**src/rtl/shift_seq_pkg.sv**
```systemverilog
// Shared types and opcodes for the iterative shift sequencer.
// SHIFT_SLLV_EN adds the variable logical left shift (opcode 1011).
package shift_seq_pkg;

    localparam logic [3:0] OP_SRA  = 4'b1000;
    localparam logic [3:0] OP_SRAV = 4'b1001;
    localparam logic [3:0] OP_LUI  = 4'b1010;
    localparam logic [3:0] OP_SLLV = 4'b1011;

    typedef enum logic [1:0] {
        ST_IDLE  = 2'd0,
        ST_SHIFT = 2'd1,
        ST_DONE  = 2'd2
    } state_t;

    typedef logic [4:0] shamt_t;

    // Opcodes that are carried out step by step in the SHIFT state.
    function automatic logic is_iter_op(input logic [3:0] op);
        logic res;
        res = (op == OP_SRA) || (op == OP_SRAV);
`ifdef SHIFT_SLLV_EN
        res = res || (op == OP_SLLV);
`endif
        return res;
    endfunction

endpackage

```
**src/rtl/shift_seq_ctrl_step.sv**
```systemverilog
// One combinational step of the shift datapath: arithmetic right by s_i,
// or logical left for OP_SLLV when SHIFT_SLLV_EN is defined.
module shift_step_unit
    import shift_seq_pkg::*;
(
    input  logic [31:0] val_i,
    input  shamt_t      s_i,
    input  logic [3:0]  op_i,
    output logic [31:0] val_o
);

`ifndef SHIFT_SLLV_EN
    logic unused_op;
    assign unused_op = ^op_i;
`endif

    always_comb begin
        val_o = $signed(val_i) >>> s_i;
`ifdef SHIFT_SLLV_EN
        if (op_i == OP_SLLV) begin
            val_o = val_i << s_i;
        end
`endif
    end

endmodule

```
**src/rtl/shift_seq_ctrl.sv**
```systemverilog
// Multi-cycle shift sequencer beside the EX-stage ALU; shifts up to SHIFT_STEP
// bits per cycle. Optional SHIFT_SLLV_EN enables opcode 1011 (variable SLL).
//
// state    | meaning
// ST_IDLE  | ready for a request; data_o holds last result
// ST_SHIFT | iterating val_q by min(rem_q, SHIFT_STEP) per cycle
// ST_DONE  | done_o pulse; data_o valid
module shift_seq_ctrl
    import shift_seq_pkg::*;
#(
    parameter int unsigned SHIFT_STEP = 1
) (
    input  logic        clk_i,
    input  logic        rst_i,
    input  logic        start_i,
    input  logic [31:0] src1_i,
    input  logic [31:0] src2_i,
    input  logic [3:0]  ALUCtrl_i,
    output logic        ready_o,
    output logic        busy_o,
    output logic        done_o,
    output logic [31:0] data_o
);

    localparam shamt_t STEP = shamt_t'(SHIFT_STEP);

    state_t      state_q, state_d;
    logic [31:0] val_q, val_d;
    shamt_t      rem_q, rem_d;
    logic [3:0]  op_q, op_d;
    logic [31:0] data_q, data_d;

    shamt_t      step_s;
    logic [31:0] step_val;

    logic unused_src2;
    assign unused_src2 = ^src2_i[31:5];

    assign step_s = (rem_q < STEP) ? rem_q : STEP;

    shift_step_unit u_step (
        .val_i (val_q),
        .s_i   (step_s),
        .op_i  (op_q),
        .val_o (step_val)
    );

    always_comb begin
        state_d = state_q;
        val_d   = val_q;
        rem_d   = rem_q;
        op_d    = op_q;
        data_d  = data_q;
        case (state_q)
            ST_IDLE: begin
                if (start_i) begin
                    if (is_iter_op(ALUCtrl_i)) begin
                        val_d   = src1_i;
                        rem_d   = src2_i[4:0];
                        op_d    = ALUCtrl_i;
                        state_d = ST_SHIFT;
                    end else if (ALUCtrl_i == OP_LUI) begin
                        data_d  = src1_i << 16;
                        state_d = ST_DONE;
                    end else begin
                        data_d  = '0;
                        state_d = ST_DONE;
                    end
                end
            end
            ST_SHIFT: begin
                if (rem_q != '0) begin
                    val_d = step_val;
                    rem_d = rem_q - step_s;
                end else begin
                    data_d  = val_q;
                    state_d = ST_DONE;
                end
            end
            ST_DONE: begin
                state_d = ST_IDLE;
            end
            default: begin
                state_d = ST_IDLE;
            end
        endcase
    end

    always_ff @(posedge clk_i) begin
        if (rst_i) begin
            state_q <= ST_IDLE;
            val_q   <= '0;
            rem_q   <= '0;
            op_q    <= '0;
            data_q  <= '0;
        end else begin
            state_q <= state_d;
            val_q   <= val_d;
            rem_q   <= rem_d;
            op_q    <= op_d;
            data_q  <= data_d;
        end
    end

    assign ready_o = (state_q == ST_IDLE);
    assign busy_o  = (state_q == ST_SHIFT) || (state_q == ST_DONE);
    assign done_o  = (state_q == ST_DONE);
    assign data_o  = data_q;

endmodule

```
**config.mk**
```make
export PLATFORM = sky130hd
export DESIGN_NAME = shift_seq_ctrl
export DESIGN_NICKNAME = d
export VERILOG_FILES = /design/src/rtl/shift_seq_pkg.sv /design/src/rtl/shift_seq_ctrl_step.sv /design/src/rtl/shift_seq_ctrl.sv
export SDC_FILE = /design/constraint.sdc
export NUM_CORES = 1
export LEC_CHECK = 0
export CAP_MARGIN = 20
export CORE_AREA = 2 2 111 81
export CTS_CLUSTER_SIZE = 30
export DETAILED_ROUTE_END_ITERATION = 10
export DIE_AREA = 0 0 113 83
export PLACE_DENSITY = 0.79
export REMOVE_ABC_BUFFERS = 1
export SLEW_MARGIN = 20
export SYNTH_ARGS = -nofsm -noshare
export SYNTH_HDL_FRONTEND = slang
export SYNTH_SLANG_ARGS = --single-unit
```
**constraint.sdc**
```tcl
create_clock -name clk_i -period 1.65 [get_ports clk_i]
set_input_delay 0.495 -clock clk_i [delete_from_list [all_inputs] [get_ports clk_i]]
set_output_delay 0.495 -clock clk_i [all_outputs]
set_load 0.01 [all_outputs]
```
==> metrics.md, run 1 <==
| Metric | Value |
|---|---|
| Hold_sp | `data_o[13]$_SDFFE_PP0P_` |
| Max IR drop VDD | `542.8 µV` |
| Final min period | `1.798 ns` |
| First-pass GRT wire length | `19,510 µm` |
| Final hold vios | `0` |
| Sequential element share of the synthesized area | `40.76%` |
| Post-Syn Area | `0.003487 mm²` |
| DR vias/cell | `6.587` |
| Share of cells above drive strength 1 | `42.04%` |
| DR iter-0 viols | `402` |
| Die H | `83 µm` |
| Initial core utilization | `42.18%` |
| GR peak layer | `met2` |
| Ys async rst share | `0%` |
| Max clock buf depth | `2` |
| Unique masters post-synth | `42` |
| CTS tree | `built` |
| GRT Total Usage | `26.17%` |
| CTS root buffer | `clkbuf_16` |
| Max-slew violations | `0` |
| P&R area growth vs syn | `71.55%` |
| I/O pins | `106` |
| Worst r2r src | `state_q[0]$_SDFFE_PP0P_` |
| CP top delay family | `buffers and inverters` |
| Endpoint, Worst Hold | `data_o[13]$_SDFFE_PP0P_` |
| Die area | `0.009379 mm²` |
| P_leak | `0.002120 µW` |
| Gpl congestion | `0.8517` |
| DRT Pass-1 Iters | `8` |
| EDFF count, synth | `0` |
| Total wire length | `14,990 µm` |
| Critical Path Start Type | `input pin` |
| Fillers | `496` |
| Crit-path cells | `clkdlybuf4s15_1 > or3b_4 > buf_4 > a21oi_4 > nor2_4 > buf_4 > a211oi_1` |
| CTS buffer count | `9` |
| Routed len/inst | `25.20 µm` |
| Worst Setup Slack, final | `-0.1476 ns` |
| Max_cap viols | `0` |
| CTS H-tree depth | `3` |
| Total grt overflow | `0` |
| Number of synthesized register bits | `71` |
| # diodes | `0` |
| Final Net Count | `560` |
| Cts hold-fix bufs | `0` |
| Core area | `0.008268 mm²` |
| Via Count | `3,919` |
| Worst min path class | `flop to flop` |
| Worst Path Max Fanout | `4` |
| Bufs and invs on worst path | `3` |
| Status | `finished, violations left` |
| Pwr/cell area | `843.7 mW/mm²` |
| Most common cell in the netlist | `dfxtp_1` |
| Critical path's slowest cell | `or3b_4` |
| Port-buffer cells | `78` |
| Final setup vio count | `55` |
| Yosys warnings | `0` |
| Antenna Nets Post-Route | `0` |
| CP arrival | `2.04 ns` |
| Met2 Track Usage GR | `43.11%` |
| Reg2reg setup slack | `-0.13 ns` |
| Fin util | `72.35%` |
| Worst Hold Depth | `2` |
| Syn Inst Count | `365` |
| HPWL after detailed placement | `6731 µm` |
| Post-synth top flop | `dfxtp_1` |
| Initial antenna violation count | `0` |
| Worst-path clk slew | `0.06 ns` |
| Register area | `0.001425 mm²` |
| Met1 usage | `32.21%` |
| Worst skew pair latency | `0.35 ns` |
| Die Wd | `113 µm` |
| Most area-consuming cells after synthesis | `dfxtp_1, a211oi_2, a21oi_1` |
| Worst path max stage delay | `0.41 ns` |
| Avg Cell Area, Syn | `9.554 µm²` |
| Total power | `5047 µW` |
| CP Capture Type | `flop` |
| Multi-input logic area | `0.002374 mm²` |
| R2R depth | `8` |
| RSZ-0062 raised after global routing | `true` |
| # DRC | `6` |
| Clk sink count | `71` |
| Vias in the first global route | `3,637` |
| Rel. slew slack | `70.61%` |
| Top cell type's share of synthesized area | `40.76%` |
| Cell Rows | `28` |
| Largest net degree at the start of global routing | `36` |
| Most Frequent Cell on Critical Path | `buf_4` |
| Fmax | `556.3 MHz` |
| Data required, critical path | `1.89 ns` |
| FF-to-FF End | `data_o[30]$_SDFFE_PP0P_` |
| Measured slew at the worst slew-check pin | `0.4408 ns` |
| Failing checks | `DRC, setup timing` |
| Synth area leader | `dfxtp_1` |
| Final period util | `108.9%` |
| Critical path class | `input pin to flop` |
| Met3 GRT Util | `8.394%` |
| Final setup skew | `0.008103 ns` |
| Synth cell count leaders | `dfxtp_1, a21oi_1, mux2i_1, a211oi_2, o21ai_0` |
==> kinds of logic (layout without fill, tap and decap cells) <==
logic type      Yosys count  after routing  synth area share, %
compound gates          169            169                34.84
fa+ha+maj                 4              4                1.435
buf+inv                  41            166                5.310
flops                    71             71                40.76
mux                      33             33                9.473
simple gates             47             47                8.181
==> per-layer routing <==
metal	wire length, µm	vias to the layer above
li1	-	1641
met1	5909	1933
met2	7084	268
met3	1324	77
met4	675	0
met5	0	-
==> registers in the layout, summed over array words and instances (netlist names) <==
register,cells
data_o,32
val_q,32
rem_q,5
state_q,2
==> stage by stage <==
| step | instance area [µm²] | TNS, ns | setup WS [ns] | hold slack [ns] | cells |
|---|---|---|---|---|---|
| 4_1_cts | 5512 | -0.3710 | -0.05262 | 0.4734 | 582 |
| 6_report | 5982 | -2.588 | -0.1476 | 0.4752 | 595 |
| 2_1_floorplan | 3317 | -192.11 | -3.275 | 0.4416 | 328 |
| 3_3_place_gp | 4603 | -34.62 | -0.5420 | 0.4628 | 545 |
| 5_1_grt | 5982 | -4.713 | -0.1521 | 0.4998 | 595 |
| 3_5_place_dp | 4603 | -37.93 | -0.6557 | 0.4640 | 545 |
==> power breakdown <==
group	switching [µW]	internal [µW]	total, µW
sequential	79.2	1790	1870
clock	813	1330	2140
combinational	519	516	1040
total	1410	3640	5050
==> area by class of cell <==
type,instances,area share [%]
clock buffer,9,3.765
clock inverter,7,1.631
inverter,4,0.2928
multi-input combinational,253,39.68
sequential,71,23.82
tap,105,2.196
timing repair buffer,146,28.61
==> what timing repair did <==
item / CTS / global route
pin swaps: 62 / 25
hold endpoints to repair: 0 / 0
buffers inserted: 15 / 9
gates resized for setup: 129 / 77
endpoints found under the setup margin: 104 / 62
cloned: 6 / 10
==> worst max-delay path by stage <==
stage	startpoint	to	slack (ns)	depth (start not counted)
after floorplan	state_q[1]$_SDFFE_PP0P_	val_q[26]$_SDFFE_PP0P_	-3.27	6
after global placement	ALUCtrl_i[3]	val_q[19]$_SDFFE_PP0P_	-0.54	6
after detailed placement	start_i	data_o[21]$_SDFFE_PP0P_	-0.66	5
after CTS	state_q[0]$_SDFFE_PP0P_	data_o[21]$_SDFFE_PP0P_	-0.05	9
after global routing	ALUCtrl_i[1]	data_o[30]$_SDFFE_PP0P_	-0.15	7
final	ALUCtrl_i[1]	data_o[30]$_SDFFE_PP0P_	-0.15	7
==> layout by cell type, fill, tap and decap left out, types with 16 or more instances in the layout <==
cell	Yosys	layout
buf_4	4	24
a211oi_2	30	43
o21ai_0	22	21
dlygate4sd2_1	0	33
clkbuf_16	0	16
dfxtp_1	71	68
a22oi_2	0	16
mux2i_1	33	31
a21oi_1	69	49
clkdlybuf4s50_1	0	38
==> worst min-delay path: stages (launching register included) <==
cell,delay (ns)
dfxtp_1,0.30
o21ai_0,0.06
a21oi_1,0.06
Note: power is estimated with default switching activity, not from simulation.
==> run 2, diff against run 1 <==
--- a/config.mk
+++ b/config.mk
@@ -12,7 +12,7 @@
 export DIE_AREA = 0 0 113 83
 export PLACE_DENSITY = 0.79
 export REMOVE_ABC_BUFFERS = 1
-export SLEW_MARGIN = 20
+export SLEW_MARGIN = 15
 export SYNTH_ARGS = -nofsm -noshare
 export SYNTH_HDL_FRONTEND = slang
 export SYNTH_SLANG_ARGS = --single-unit
==> results of run 2 <==
The final DEF is identical to that of run 1; final timing and power are the same.
==> run 3, diff against run 2 <==
--- a/config.mk
+++ b/config.mk
@@ -5,12 +5,13 @@
 export SDC_FILE = /design/constraint.sdc
 export NUM_CORES = 1
 export LEC_CHECK = 0
+export ABC_AREA = 1
 export CAP_MARGIN = 20
-export CORE_AREA = 2 2 111 81
+export CORE_AREA = 2 2 112 81
 export CTS_CLUSTER_SIZE = 30
 export DETAILED_ROUTE_END_ITERATION = 10
-export DIE_AREA = 0 0 113 83
-export PLACE_DENSITY = 0.79
+export DIE_AREA = 0 0 114 83
+export PLACE_DENSITY = 0.78
 export REMOVE_ABC_BUFFERS = 1
 export SLEW_MARGIN = 15
 export SYNTH_ARGS = -nofsm -noshare
==> constraint.sdc (replaced) <==
create_clock -name clk_i -period 1.65 [get_ports clk_i]
set_input_delay 0.4125 -clock clk_i [delete_from_list [all_inputs] [get_ports clk_i]]
set_output_delay 0.4125 -clock clk_i [all_outputs]
set_load 0.01 [all_outputs]
==> metrics.md, run 3 <==
| Metric | Value |
|---|---|
| Via Count | `3,467 (-12%)` |
| Largest family of logic cells by synthesized area | `simple AND/OR/NAND/NOR gates` |
| Synth cell count leaders | `nor2_1, nand2_1, dfxtp_1, o21ai_1, o21ai_0` |
| Critical path class | `flop to output port` |
| Top cell type's share of synthesized area | `41.08% (+0.32 points)` |
| Crit-path cells | `clkdlybuf4s50_1` |
| CP arrival | `1.20 ns (-0.84 ns)` |
| Die H | `83 µm (unchanged)` |
| Sequential element share of the synthesized area | `41.08% (+0.32 points)` |
| DRT Pass-1 Iters | `4 (-4)` |
| HPWL after detailed placement | `6168 µm (-8.4%)` |
| Measured slew at the worst slew-check pin | `0.1983 ns (-0.2425 ns)` |
| CP top delay family | `buffers and inverters` |
| Fmax | `621.2 MHz (+12%)` |
| Unique masters post-synth | `26 (-38%)` |
| Synth Area in Compound Gates | `14.03% (-21 points)` |
| Port-buffer cells | `78 (unchanged)` |
| Data required, critical path | `1.24 ns (-0.65 ns)` |
| GRT Total Usage | `19.66% (-6.5 points)` |
| Synth area leader | `dfxtp_1` |
| CTS tree | `built` |
| Area post-placement | `0.004467 mm² (-3.0%)` |
| CTS buffer count | `9 (unchanged)` |
| Cts hold-fix bufs | `0 (unchanged)` |
| Placed insts | `697 (+28%)` |
| Fillers | `754 (+52%)` |
| Worst min path class | `flop to flop` |
| Total wire length | `9220 µm (-39%)` |
| Fin util | `58.51% (-14 points)` |
| Cell Rows | `28 (unchanged)` |
| Status | `finished clean` |
| Final min period | `1.610 ns (-0.1877 ns)` |
| P_leak | `0.002558 µW (+21%)` |
| TNS Setup | `0 ns (+2.588 ns)` |
| Max_cap viols | `0 (unchanged)` |
| Critical Path Start Type | `flop` |
| Number of synthesized register bits | `71 (unchanged)` |
| EDFF count, synth | `0 (unchanged)` |
| Share of cells above drive strength 1 | `11.17% (-31 points)` |
| Bufs and invs on worst path | `1 (-2)` |
| Die area | `0.009462 mm² (+0.88%)` |
| Die Wd | `114 µm (+0.88%)` |
| # DRC | `0 (-6)` |
| Most area-consuming cells after synthesis | `dfxtp_1, nor2_1, nand2_1` |
| Final Net Count | `680 (+21%)` |
| CTS H-tree depth | `3 (unchanged)` |
| Worst-path clk slew | `0.05 ns (about the same)` |
| Design area | `0.004878 mm² (-18%)` |
| Yosys warnings | `0 (unchanged)` |
| Worst skew pair latency | `0.33 ns (-0.02 ns)` |
| Pwr/cell area | `1835 mW/mm² (+120%)` |
| # diodes | `0 (unchanged)` |
| CTS root buffer | `clkbuf_16` |
| Syn Inst Count | `523 (+43%)` |
| Rel. slew slack | `86.73% (+16 points)` |
| Core area | `0.008338 mm² (+0.85%)` |
| Adder-Cell Fraction of Synth Area | `1.447% (+0.011 points)` |
| Gpl congestion | `0.8521 (about the same)` |
| Critical path's slowest cell | `clkdlybuf4s50_1` |
| Final period util | `97.57% (-11 points)` |
| Initial core utilization | `41.49% (-0.68 points)` |
| Most frequent cells in the layout | `nor2_1, nand2_1, dfxtp_1` |
| Reg2reg setup slack | `0.11 ns (+0.24 ns)` |
| Routed len/inst | `12.91 µm (-49%)` |
| Clk sink count | `71 (unchanged)` |
| Max IR drop VDD | `817.1 µV (+51%)` |
| Max clock buf depth | `2 (unchanged)` |
| Most common cell after layout, fill and taps aside | `nor2_1` |
| Worst path max stage delay | `0.54 ns (+0.13 ns)` |
| Total power | `8953 µW (+77%)` |
| Final setup vio count | `0 (-100%)` |
| Post-Layout Cell Count | `714 (+20%)` |
| P&R area growth vs syn | `41.01%` |
| Simple-Gate Fraction of Synth Area | `33.82% (+26 points)` |
| Post-synth top flop | `dfxtp_1` |
| Avg Cell Area, Syn | `6.615 µm² (-31%)` |
| DR vias/cell | `4.856 (-26%)` |
| Antenna Nets Post-Route | `0 (unchanged)` |
| Mux share of post-synthesis cell area | `0% (-9.5 points)` |
| Max-slew violations | `0 (unchanged)` |
| Vias in the first global route | `3,370 (-7.3%)` |
| Final setup skew | `0.003531 ns (-0.004572 ns)` |
| Largest net degree at the start of global routing | `48 (+33%)` |
| Xor/xnor share of the synthesized area | `0% (unchanged)` |
| First-pass GRT wire length | `15,290 µm (-22%)` |
| Ys async rst share | `0% (unchanged)` |
| Most common cell in the netlist | `nor2_1` |
| Post-Syn Area | `0.003460 mm² (-0.79%)` |
| RSZ-0062 raised after global routing | `false` |
| CP Capture Type | `output port` |
| Final hold vios | `0 (unchanged)` |
| Setup bufs post-CTS | `0 (-15)` |
| DR iter-0 viols | `230 (-43%)` |
| I/O pins | `106 (unchanged)` |
| Total grt overflow | `0 (unchanged)` |
| Worst Path Max Fanout | `2 (-2)` |
| Initial antenna violation count | `0 (unchanged)` |
## run 3: cell count changes after synthesis, sizes merged, moves of 16 or more
cell / delta
a22oi: -16
nor2: +138
o21ai: +67
inv: +32
nand2: +127
a21oi: -66
mux2i: -33
a211oi: -48
## run 3: worst paths after layout
kind	startpoint	end	depth (start not counted)
hold / removal	data_o[9]$_SDFFE_PP0P_	data_o[9]$_SDFFE_PP0P_	2
hold reg to reg	data_o[9]$_SDFFE_PP0P_	data_o[9]$_SDFFE_PP0P_	2
setup reg to reg	state_q[1]$_SDFFE_PP0P_	val_q[12]$_SDFFE_PP0P_	9
setup / recovery	data_o[3]$_SDFFE_PP0P_	data_o[3]	1
## run 3: final cells by class
| class | instances | area (µm²) | share of cell area [%] |
|---|---|---|---|
| Tap cell | 105 | 131.4 | 2.693 |
| Clock buffer | 11 | 242.7 | 4.976 |
| Timing Repair Buffer | 101 | 1135 | 23.26 |
| Sequential cell | 71 | 1424 | 29.19 |
| Clock inverter | 4 | 70.07 | 1.436 |
| Inverter | 37 | 145.1 | 2.975 |
| Multi-Input combinational cell | 385 | 1730 | 35.47 |
## run 3: routing by layer
| metal | up-vias | global-route usage, % | part of all wire [%] |
|---|---|---|---|
| met2 | 113 | 32.90 | 48 |
| met4 | 0 | 3.104 | 0.53 |
| met3 | 7 | 6.277 | 7.7 |
| met5 | - | 0 | 0 |
| li1 | 1793 | - | - |
| met1 | 1554 | 25.27 | 44 |
## run 3: timing repair
item | 4_1_cts | 5_1_grt
pin swaps | 0 | 2
cloned | 0 | 2
setup endpoints to repair | 31 | 34
resized for setup | 16 | 23
## run 3: cell families after synthesis
group,after synthesis
AND/OR/NAND/NOR,285
AO/OA/AOI/OAI,96
flip-flops,71
buffers and inverters,67
adder cells (fa/ha/maj),4
## run 3: through the flow
stage / worst slack [ns] / hold slack [ns]
global route: 0.0006943 / 0.5098
finish: 0.04010 / 0.4765
CTS: 0.003830 / 0.4879
detailed placement: -0.2403 / 0.4750
floorplan: -0.8454 / 0.4438
global placement: -0.1715 / 0.4601
## run 3: report_power, final
part           internal [µW]  leakage [µW]  switching [µW]
Clock                   1350      0.000155             690
Sequential              2390      0.000585             371
Combinational           1840       0.00182            2310
